[src/rtl/program_loader.sv]
// program_loader: receives a boot image over a byte stream and writes it into
// instruction memory while holding the processor core in reset.
//
// Image format: 16-bit word count N (MSB first), then 4N bytes, each word
// little-endian (first byte lands in bits 7:0).
//
// Optional feature: define LOADER_CHECKSUM_EN to require a trailing byte equal
// to the XOR of all payload bytes; without it the image is accepted as soon as
// the last word is written.
//
// Ports:
//   clk         rising-edge clock shared with the processor
//   reset       synchronous active-high reset
//   rx_data     incoming byte
//   rx_valid    rx_data valid; accepted when rx_valid & rx_ready
//   rx_ready    loader can accept a byte
//   imem_we     one-cycle instruction-memory write strobe
//   imem_addr   word address for imem_we
//   imem_wdata  instruction word for imem_we
//   core_reset  reset to the processor core, released only after a good load
//   load_done   image loaded successfully (sticky until reset)
//   load_error  load aborted (sticky until reset)
module program_loader #(
  parameter int unsigned IMEM_ADDR_W = 10
) (
  input  logic                   clk,
  input  logic                   reset,
  input  logic [7:0]             rx_data,
  input  logic                   rx_valid,
  output logic                   rx_ready,
  output logic                   imem_we,
  output logic [IMEM_ADDR_W-1:0] imem_addr,
  output logic [31:0]            imem_wdata,
  output logic                   core_reset,
  output logic                   load_done,
  output logic                   load_error
);

  typedef enum logic [2:0] {
    CNT_HI,
    CNT_LO,
    DATA,
    CHECK,
    DONE,
    ERROR
  } state_t;

  // Memory capacity in words; a count above this cannot fit.
  localparam logic [16:0] MAX_WORDS = 17'(1) << IMEM_ADDR_W;

  state_t                 r_state;
  logic [7:0]             r_count_hi;
  logic [15:0]            r_count;
  logic [1:0]             r_byte_cnt;
  // One bit wider than the address so a full-capacity image never wraps.
  logic [IMEM_ADDR_W:0]   r_word_idx;
  logic [23:0]            r_word;
  logic                   r_rx_ready;
  logic                   r_imem_we;
  logic [IMEM_ADDR_W-1:0] r_imem_addr;
  logic [31:0]            r_imem_wdata;
  logic                   r_core_reset;
  logic                   r_load_done;
  logic                   r_load_error;
`ifdef LOADER_CHECKSUM_EN
  logic [7:0]             r_csum;
`endif

  logic                   w_accept;
  logic [15:0]            w_count;
  logic                   w_last_word;

  assign w_accept    = rx_valid & r_rx_ready;
  assign w_count     = {r_count_hi, rx_data};
  assign w_last_word = (17'(r_word_idx) + 17'd1) == {1'b0, r_count};

  always_ff @(posedge clk) begin
    if (reset) begin
      r_state      <= CNT_HI;
      r_count_hi   <= '0;
      r_count      <= '0;
      r_byte_cnt   <= '0;
      r_word_idx   <= '0;
      r_word       <= '0;
      r_rx_ready   <= 1'b1;
      r_imem_we    <= 1'b0;
      r_imem_addr  <= '0;
      r_imem_wdata <= '0;
      r_core_reset <= 1'b1;
      r_load_done  <= 1'b0;
      r_load_error <= 1'b0;
`ifdef LOADER_CHECKSUM_EN
      r_csum       <= '0;
`endif
    end else begin
      r_imem_we <= 1'b0;
      case (r_state)
        CNT_HI: begin
          if (w_accept) begin
            r_count_hi <= rx_data;
            r_state    <= CNT_LO;
          end
        end
        CNT_LO: begin
          if (w_accept) begin
            r_count <= w_count;
            if ({1'b0, w_count} > MAX_WORDS) begin
              r_state      <= ERROR;
              r_rx_ready   <= 1'b0;
              r_load_error <= 1'b1;
            end else if (w_count == 16'd0) begin
              r_state <= CHECK;
            end else begin
              r_state <= DATA;
            end
          end
        end
        DATA: begin
          if (w_accept) begin
`ifdef LOADER_CHECKSUM_EN
            r_csum <= r_csum ^ rx_data;
`endif
            if (r_byte_cnt == 2'd3) begin
              // r_word holds the first three bytes, oldest in the low byte.
              r_imem_we    <= 1'b1;
              r_imem_addr  <= r_word_idx[IMEM_ADDR_W-1:0];
              r_imem_wdata <= {rx_data, r_word};
              r_word_idx   <= r_word_idx + 1'b1;
              r_byte_cnt   <= '0;
              if (w_last_word) begin
                r_state <= CHECK;
              end
            end else begin
              r_word     <= {rx_data, r_word[23:8]};
              r_byte_cnt <= r_byte_cnt + 2'd1;
            end
          end
        end
        CHECK: begin
`ifdef LOADER_CHECKSUM_EN
          if (w_accept) begin
            r_rx_ready <= 1'b0;
            if (rx_data == r_csum) begin
              r_state      <= DONE;
              r_core_reset <= 1'b0;
              r_load_done  <= 1'b1;
            end else begin
              r_state      <= ERROR;
              r_load_error <= 1'b1;
            end
          end
`else
          r_state      <= DONE;
          r_rx_ready   <= 1'b0;
          r_core_reset <= 1'b0;
          r_load_done  <= 1'b1;
`endif
        end
        DONE, ERROR: begin
          r_state <= r_state;
        end
        default: begin
          r_state <= CNT_HI;
        end
      endcase
    end
  end

  assign rx_ready   = r_rx_ready;
  assign imem_we    = r_imem_we;
  assign imem_addr  = r_imem_addr;
  assign imem_wdata = r_imem_wdata;
  assign core_reset = r_core_reset;
  assign load_done  = r_load_done;
  assign load_error = r_load_error;

endmodule

[config.mk]
export PLATFORM = sky130hd
export DESIGN_NAME = program_loader
export DESIGN_NICKNAME = d
export VERILOG_FILES = /design/src/rtl/program_loader.sv
export SDC_FILE = /design/constraint.sdc
export NUM_CORES = 1
export LEC_CHECK = 0
export BUFFER_PORTS_ARGS = -buffer_cell sky130_fd_sc_hd__buf_2
export CAP_MARGIN = 20
export CORE_ASPECT_RATIO = 1.75
export CORE_MARGIN = 4
export CORE_UTILIZATION = 35
export CTS_CLUSTER_SIZE = 30
export DETAILED_ROUTE_END_ITERATION = 12
export HOLD_SLACK_MARGIN = 0.05
export SYNTH_ARGS = -nofsm -noshare
export SYNTH_HDL_FRONTEND = slang
export SYNTH_SLANG_ARGS = --single-unit
[constraint.sdc]
create_clock -name clk -period 5 [get_ports clk]
set_input_delay 0.5 -clock clk [delete_from_list [all_inputs] [get_ports clk]]
set_output_delay 0.5 -clock clk [all_outputs]
set_load 0.03 [all_outputs]
==> run summary, run 1 <==
The number of placed I/O pins is 58. The post-detailed-placement half-perimeter wirelength is 7200 um. CTS saw 111 sinks.

The total global-route track usage came out at 14.9%. In this run the static leakage power is 1.90 nW. TritonCTS built the clock tree. The number of flops mapped to enable cells by yosys came out at 0. The total negative setup slack came out at 0 ns. After detailed routing, the average wire length per cell comes to 13.8 um.

After clock tree synthesis, the clock-pin slew on the worst setup and hold paths is 0.07 ns. The highest clock rate came out at 395 MHz. The slowest cell on the critical path is or3_2. The remaining global-route overflow came out at 0. Walking the worst path, the cells encountered are ha_1 > inv_1 > or3_2 > or3_4 > nor2_2 > xnor2_1 > nor2_1.

The mean area per synthesized cell came out at 8.08 um2. The number of global-route vias before repair is 3521. Port buffering added 57 buffers. The tightest min-delay check is of the reg -> reg type.

Fill cells in the final layout number 1324. The largest voltage drop on the vdd net came out at 0.189 mV. After clock tree synthesis, the repair step resized 0 gates.

The share of flip-flops with an asynchronous set or reset after synthesis is 0%. The worst-path maximum fanout is 53. The sequential cell area fraction in the yosys report came out at 50.1%. The predominant post-synthesis flop cell is dfxtp_1. The pin count of the biggest net entering global routing came out at 113. The worst setup path is launched from a flip-flop. The area fraction of the dominant cell type after synthesis is 50.1%.

The run finished with clean final reports. The final-report max-slew violation count is 0. The starting utilization of the core area came out at 35.7%.

The total CTS buffers came out at 9. The area added between synthesis and finish is 16.2%. The first global-routing pass estimated 17300 um of wire. In this run the deepest clock path goes through 2 buffers. The setup fix buffers added after clock tree synthesis came out at 0. By startpoint and endpoint, the worst setup path is classified as reg -> reg. The area enclosed by the die boundary is 0.0146 mm2. The final layout contains routed wiring with a total length of 10500 um. The biggest area contributor in the post-synthesis netlist is dfxtp_1. The first-pass detailed-route iteration total is 4. The horizontal extent of the die is 93.1 um. The maximum single-stage delay on the critical path came out at 0.90 ns.

Setup repair after global routing left no endpoint under its margin. The post-synthesis cell count is 549. In this run, post-CTS hold repair placed 0 buffers. On the critical path the largest part of the delay comes from simple AND/OR/NAND/NOR gates.

The signal arrival time at the worst endpoint came out at 2.76 ns. The final critical path takes up 50.6% of the cycle. The final RePlAce weighted congestion is 0.748. The power per cell area came out at 384 mW/mm2. The required time at the worst-slack endpoint is 5.23 ns. The worst setup path is captured at a flip-flop. Measured against its own limit, the worst slew margin works out to 36.6%. The flop and latch count out of synthesis is 111. The final worst clock skew came out at 0.00775 ns. The final worst hold slack is 0.444 ns.

The worst path buffer plus inverter count came out at 1. The floorplan step defined a core boundary enclosing 0.0124 mm2. The total number of H-tree levels came out at 3.

The proportion of layout cells with a drive suffix above 1 came out at 15.7%. The remaining antenna violation count came out at 0. The cell area after synthesis is 0.00444 mm2.

By area the synthesized netlist is led by dfxtp_1 (50%), nand2_1 (15%), a21oi_1 (10%), clkbuf_1 (2.4%), mux2i_1 (2.3%). For the pin with the worst max-slew slack, the measured transition is 0.952 ns. 0 antenna diodes ended up in the layout. The clock tree root driver cell is clkbuf_16. The worst-skew pair later-pin latency is 0.34 ns. The initial antenna violation count came out at 0.

Setup violations remaining at the end of the flow were counted as 0. The number of nets in the synthesized netlist is 562. The Yosys warning count is 0. The routed via count came out at 3700. Row generation in the floorplan step produced 54 rows.

The total DRC errors in the routed layout is 0. The number of violations of the max-capacitance limit is 0. The number of nets in the finished design came out at 600. The first routing iteration left 160 violations. The count of final hold-check violations came to 0.

The worst path in the final design needs a cycle of 2.53 ns, including I/O delays and setup. The floorplan die height came out at 157 um. Counting distinct cell types in the post-synthesis netlist gives 49. After detailed routing, the number of vias per cell comes to 4.87.
==> per-stage QoR <==
stage          total power [W]  util (%)  setup WS, ns  cell area (um2)  instances
2_1_floorplan          0.00123         -          2.95             4440        549
3_3_place_gp           0.00129      38.8          2.39             4820        741
3_5_place_dp           0.00130      38.8          2.34             4820        741
4_1_cts                0.00200      41.1          2.37             5110        757
5_1_grt                0.00209      41.5          2.35             5160        760
6_report               0.00198      41.5          2.47             5160        760
==> worst paths after layout <==
kind                               startpoint            end  slack [ns]  cells after the start
worst min-delay path                load_done      load_done        0.44                      2
worst max-delay path            r_byte_cnt[0]  r_word_idx[9]        2.47                      7
worst max register to register  r_byte_cnt[0]  r_word_idx[9]        2.47                      7
worst min register to register      load_done      load_done        0.44                      2
==> placed cells by master, fill, tap and decap left out, types with 2 or more instances in the layout <==
master / n
nor3_2: 2
o21ai_0: 10
and3_1: 2
dfxtp_1: 111
nand2b_1: 6
nand4_1: 6
xnor2_1: 9
mux2i_1: 10
buf_2: 56
clkinv_4: 4
a21oi_1: 92
nand3_1: 5
nand2_1: 176
o211ai_1: 3
nor2_1: 24
buf_4: 4
nor2b_1: 3
nor4_1: 4
inv_1: 7
nor3_1: 3
clkbuf_16: 9
inv_6: 2
xor2_1: 6
ha_1: 2
or3_1: 6
==> tightest hold or removal path, delay by kind of cell (launching register included) <==
| kind | cells | cell delay, ns |
|---|---|---|
| AOI/OAI and AO/OA | 1 | 0.05 |
| buffers and inverters | 1 | 0.05 |
| DFF | 1 | 0.31 |
==> routing by layer <==
metal / part of all wire, % / GRT usage, % / up-vias
met2: 55 / 26.8 / 60
met4: 2.2 / 6.36 / 0
met5: 0 / 0 / -
met1: 40 / 17.0 / 1724
li1: - / - / 1900
met3: 2.6 / 2.68 / 16
==> kinds of logic after synthesis <==
kind of cell	count (synthesis)	synth area share [%]
muxes	12	2.76
buffers and inverters	42	3.81
adders and majority gates	2	0.564
AOI/OAI and AO/OA	117	14.9
xor gates and xnor gates	16	3.58
and+or+nand+nor	249	24.4
DFF	111	50.1
==> area by class of cell <==
| type | instances | area [um2] | share of cell area, % |
|---|---|---|---|
| Clock inverter | 6 | 52.6 | 1.02 |
| Sequential cell | 111 | 2220 | 43.1 |
| Inverter | 7 | 26.3 | 0.509 |
| Clock buffer | 10 | 239 | 4.63 |
| Timing Repair Buffer | 62 | 349 | 6.77 |
| Tap cell | 168 | 210 | 4.08 |
| Multi-Input combinational cell | 396 | 2060 | 39.9 |
==> synthesized netlist by cell type (5+ instances only) <==
cell        n
a21oi_1    92
clkbuf_1   28
dfxtp_1   111
inv_1       7
mux2i_1    10
nand2_1   176
nand2b_1    6
nand3_1     5
nand4_1     6
nor2_1     24
nor3_1      5
o21ai_0    10
or3_1       7
xnor2_1     9
xor2_1      6
==> where the power goes <==
group	internal, W	switching, W	leakage [nW]	total, W
logic	0.000115	0.000190	0.856	0.000305
clock network	0.000359	0.000331	0.144	0.000691
registers	0.000934	0.0000487	0.897	0.000983
total	0.00141	0.000570	1.90	0.00198
==> registers in the layout (all words and copies together) (netlist names) <==
signal,cells
core_reset,1
imem_addr,10
imem_wdata,32
imem_we,1
load_done,1
load_error,1
r_byte_cnt,2
r_count,16
r_count_hi,8
r_state,3
r_word,24
r_word_idx,11
rx_ready,1
Power figures use the tool's default switching activity.
==> inputs of run 2 (changes only) <==
==> constraint.sdc (replaced) <==
create_clock -name clk -period 2.5 [get_ports clk]
set_input_delay 0.25 -clock clk [delete_from_list [all_inputs] [get_ports clk]]
set_output_delay 0.25 -clock clk [all_outputs]
set_load 0.03 [all_outputs]
==> run 2 against run 1 <==
Worst setup slack worse by 2.2 ns. Critical path type unchanged. Critical endpoint is now r_state[2]. Combinational power rose by 100%. Count of clock-buffer cells in the layout fell by 1.
==> run summary, run 2 (same netlist as run 1, synthesis figures left out) <==
The library cell used most frequently in the layout, excluding fill and tap cells, is nand2_1. The detail route stage leaves a number of antenna-violating nets equal to 0. The total length of routed wires is 10600 um. For this run, design rule violations remaining after detail routing come to 0.

The number of global-route vias before repair came to 3562. Data on the critical path is required at its endpoint by 2.77 ns. The setup fix buffers added after clock tree synthesis came out at 0. At the pin with the least slew margin, the transition time is 0.456 ns. The final-report max-slew violation count came out at 0. After detailed routing, the average wire length per cell comes to 13.9 um. The cell row count is 54. The combinational fraction of design power is 15.1%. The signal arrival time at the worst endpoint is 2.55 ns.

The count of final hold-check violations is 0. In this run the deepest clock path goes through 2 buffers. The post-detailed-placement half-perimeter wirelength is 7720 um. In the layout the commonest cells are nand2_1 (176), dfxtp_1 (111), a21oi_1 (92), buf_2 (56), nor2_1 (24). The floorplan die height is 157 um. The total negative setup slack is 0 ns. The end-of-flow core utilization is 41.7%. The worst hold path belongs to the class in -> reg. The power per cell area came out at 777 mW/mm2.

Traced cell by cell, the critical path runs through ha_1 > and4_1 > nand3_1 > xnor2_1 > o211ai_1 > o41ai_4 > mux2i_1. The count of buffers inserted at the top-level ports came out at 57. The remaining global-route overflow is 0. The clock network burns 36.2% of the power. The routed via count is 3749. The area enclosed by the die boundary came out at 0.0146 mm2.

The slowest cell on the critical path is o41ai_4. The critical path is of the reg -> reg type. The quantity of gates resized following cts is 0. The worst-path maximum fanout is 7. The register with the most flip-flops in the layout has 32 of them. The critical path launch point type is a flip-flop.

Global routing consumed, over all layers together, 15.0% of the routing resources. The tool flagged a number of max-cap violations equal to 0. The maximum single-stage delay on the critical path came out at 0.47 ns. The count of hold-fix buffers inserted at cts came out at 0. The first-pass detailed-route iteration total is 4.

Leaving out filler cells and counting taps, the final layout contains 765. The clock reaches the later pin of the worst-skew pair after 0.35 ns. The largest voltage drop on the vdd net is 0.353 mV. The count of final setup violators came out at 0. Summed over all nets, the switching power comes to 0.00114 W. The initial utilization of the core area, before any placement, comes to 35.7%. The final worst clock skew came out at 0.00798 ns. The internal portion of the total power is 0.00289 W. The CTS sink count is 111. CTS built an H-tree with a depth of 3.

The worst slew margin relative to its limit came out at 69.6%. The switching share of power is 28.3%. TritonCTS built the clock tree. The period utilization came out at 91.2%. From synthesis to final layout, the design area changed by 16.8%.

The post-placement cell count is 749. Buffers inserted during clock tree synthesis total 9. The worst setup path is captured at a flip-flop. For this design the static power due to leakage is 1.91 nW. Setup repair after global routing left no endpoint under its margin. Clock-pin slew was measured on the worst setup and hold paths at 0.08 ns. During I/O placement, the number of pins put on the boundary was 58. The minimum period implied by the final worst setup slack is 2.28 ns. The sequential share of power is 48.7%. The DRC marker count from the first detailed-route iteration is 156. The final RePlAce weighted congestion is 0.833. The count of antenna diodes in the layout is 0. Entering global routing, the biggest net connects 43 pins.

The core region is 0.0124 mm2. The horizontal extent of the die is 93.1 um. The highest clock rate came out at 439 MHz.

CTS placed an instance of clkbuf_16 at the clock tree root. The initial antenna violation count is 0. The proportion of layout cells with a drive suffix above 1 is 16.4%.

The global-route wire length before repair is 17500 um. The number of nets in the finished design is 605. After detailed routing, the number of vias per cell comes to 4.90. The flow ran to the end, and the final reports show no timing, DRC or antenna violations.
-- run 2: power by group through the flow --
stage	registers, W	logic (W)	clock network, W
after floorplan	0.00201	0.000445	0
after global placement	0.00200	0.000595	0
after detailed placement	0.00200	0.000609	0
after CTS	0.00196	0.000612	0.00151
after global routing	0.00198	0.000681	0.00158
final	0.00196	0.000609	0.00146
-- run 2: through the flow --
step | setup WS, ns | total power [W] | instance area (um2) | hold WS, ns
after global placement | 0.344 | 0.00260 | 4880 | 0.437
after floorplan | 0.448 | 0.00245 | 4440 | 0.386
after CTS | 0.215 | 0.00408 | 5180 | 0.196
after global routing | 0.0329 | 0.00424 | 5180 | 0.205
after detailed placement | 0.236 | 0.00261 | 4880 | 0.439
final | 0.220 | 0.00403 | 5180 | 0.206
-- run 2: worst paths after layout --
kind	start	end	slack, ns	depth (start not counted)
setup / recovery	r_word_idx[1]	r_state[2]	0.22	7
setup reg to reg	r_word_idx[1]	r_state[2]	0.22	7
hold / removal	rx_data[6]	r_count[6]	0.21	3
hold reg to reg	load_done	load_done	0.44	2
-- run 2: metal layers --
layer	track usage (%)	routed length [um]
met5	0	0
met4	6.92	308
met1	16.9	4330
met2	27.0	5700
met3	2.82	269
-- run 2: layout make-up --
cell class,count,area (um2)
multi-input cells,396,2060
clock inverters,7,77.6
clock buffers,9,225
flip-flops and latches,111,2220
well taps,168,210
fillers,1311,7250
repair buffers,67,363
inverters,7,26.3
-- run 2: critical path, delay by kind of cell, from the launching register on --
kind,cells,cell delay (ns)
AO/OA/AOI/OAI,2,0.62
multiplexers,1,0.24
flip-flops,1,0.41
adder cells (fa/ha/maj),1,0.29
AND/OR/NAND/NOR,2,0.47
XOR/XNOR,1,0.18
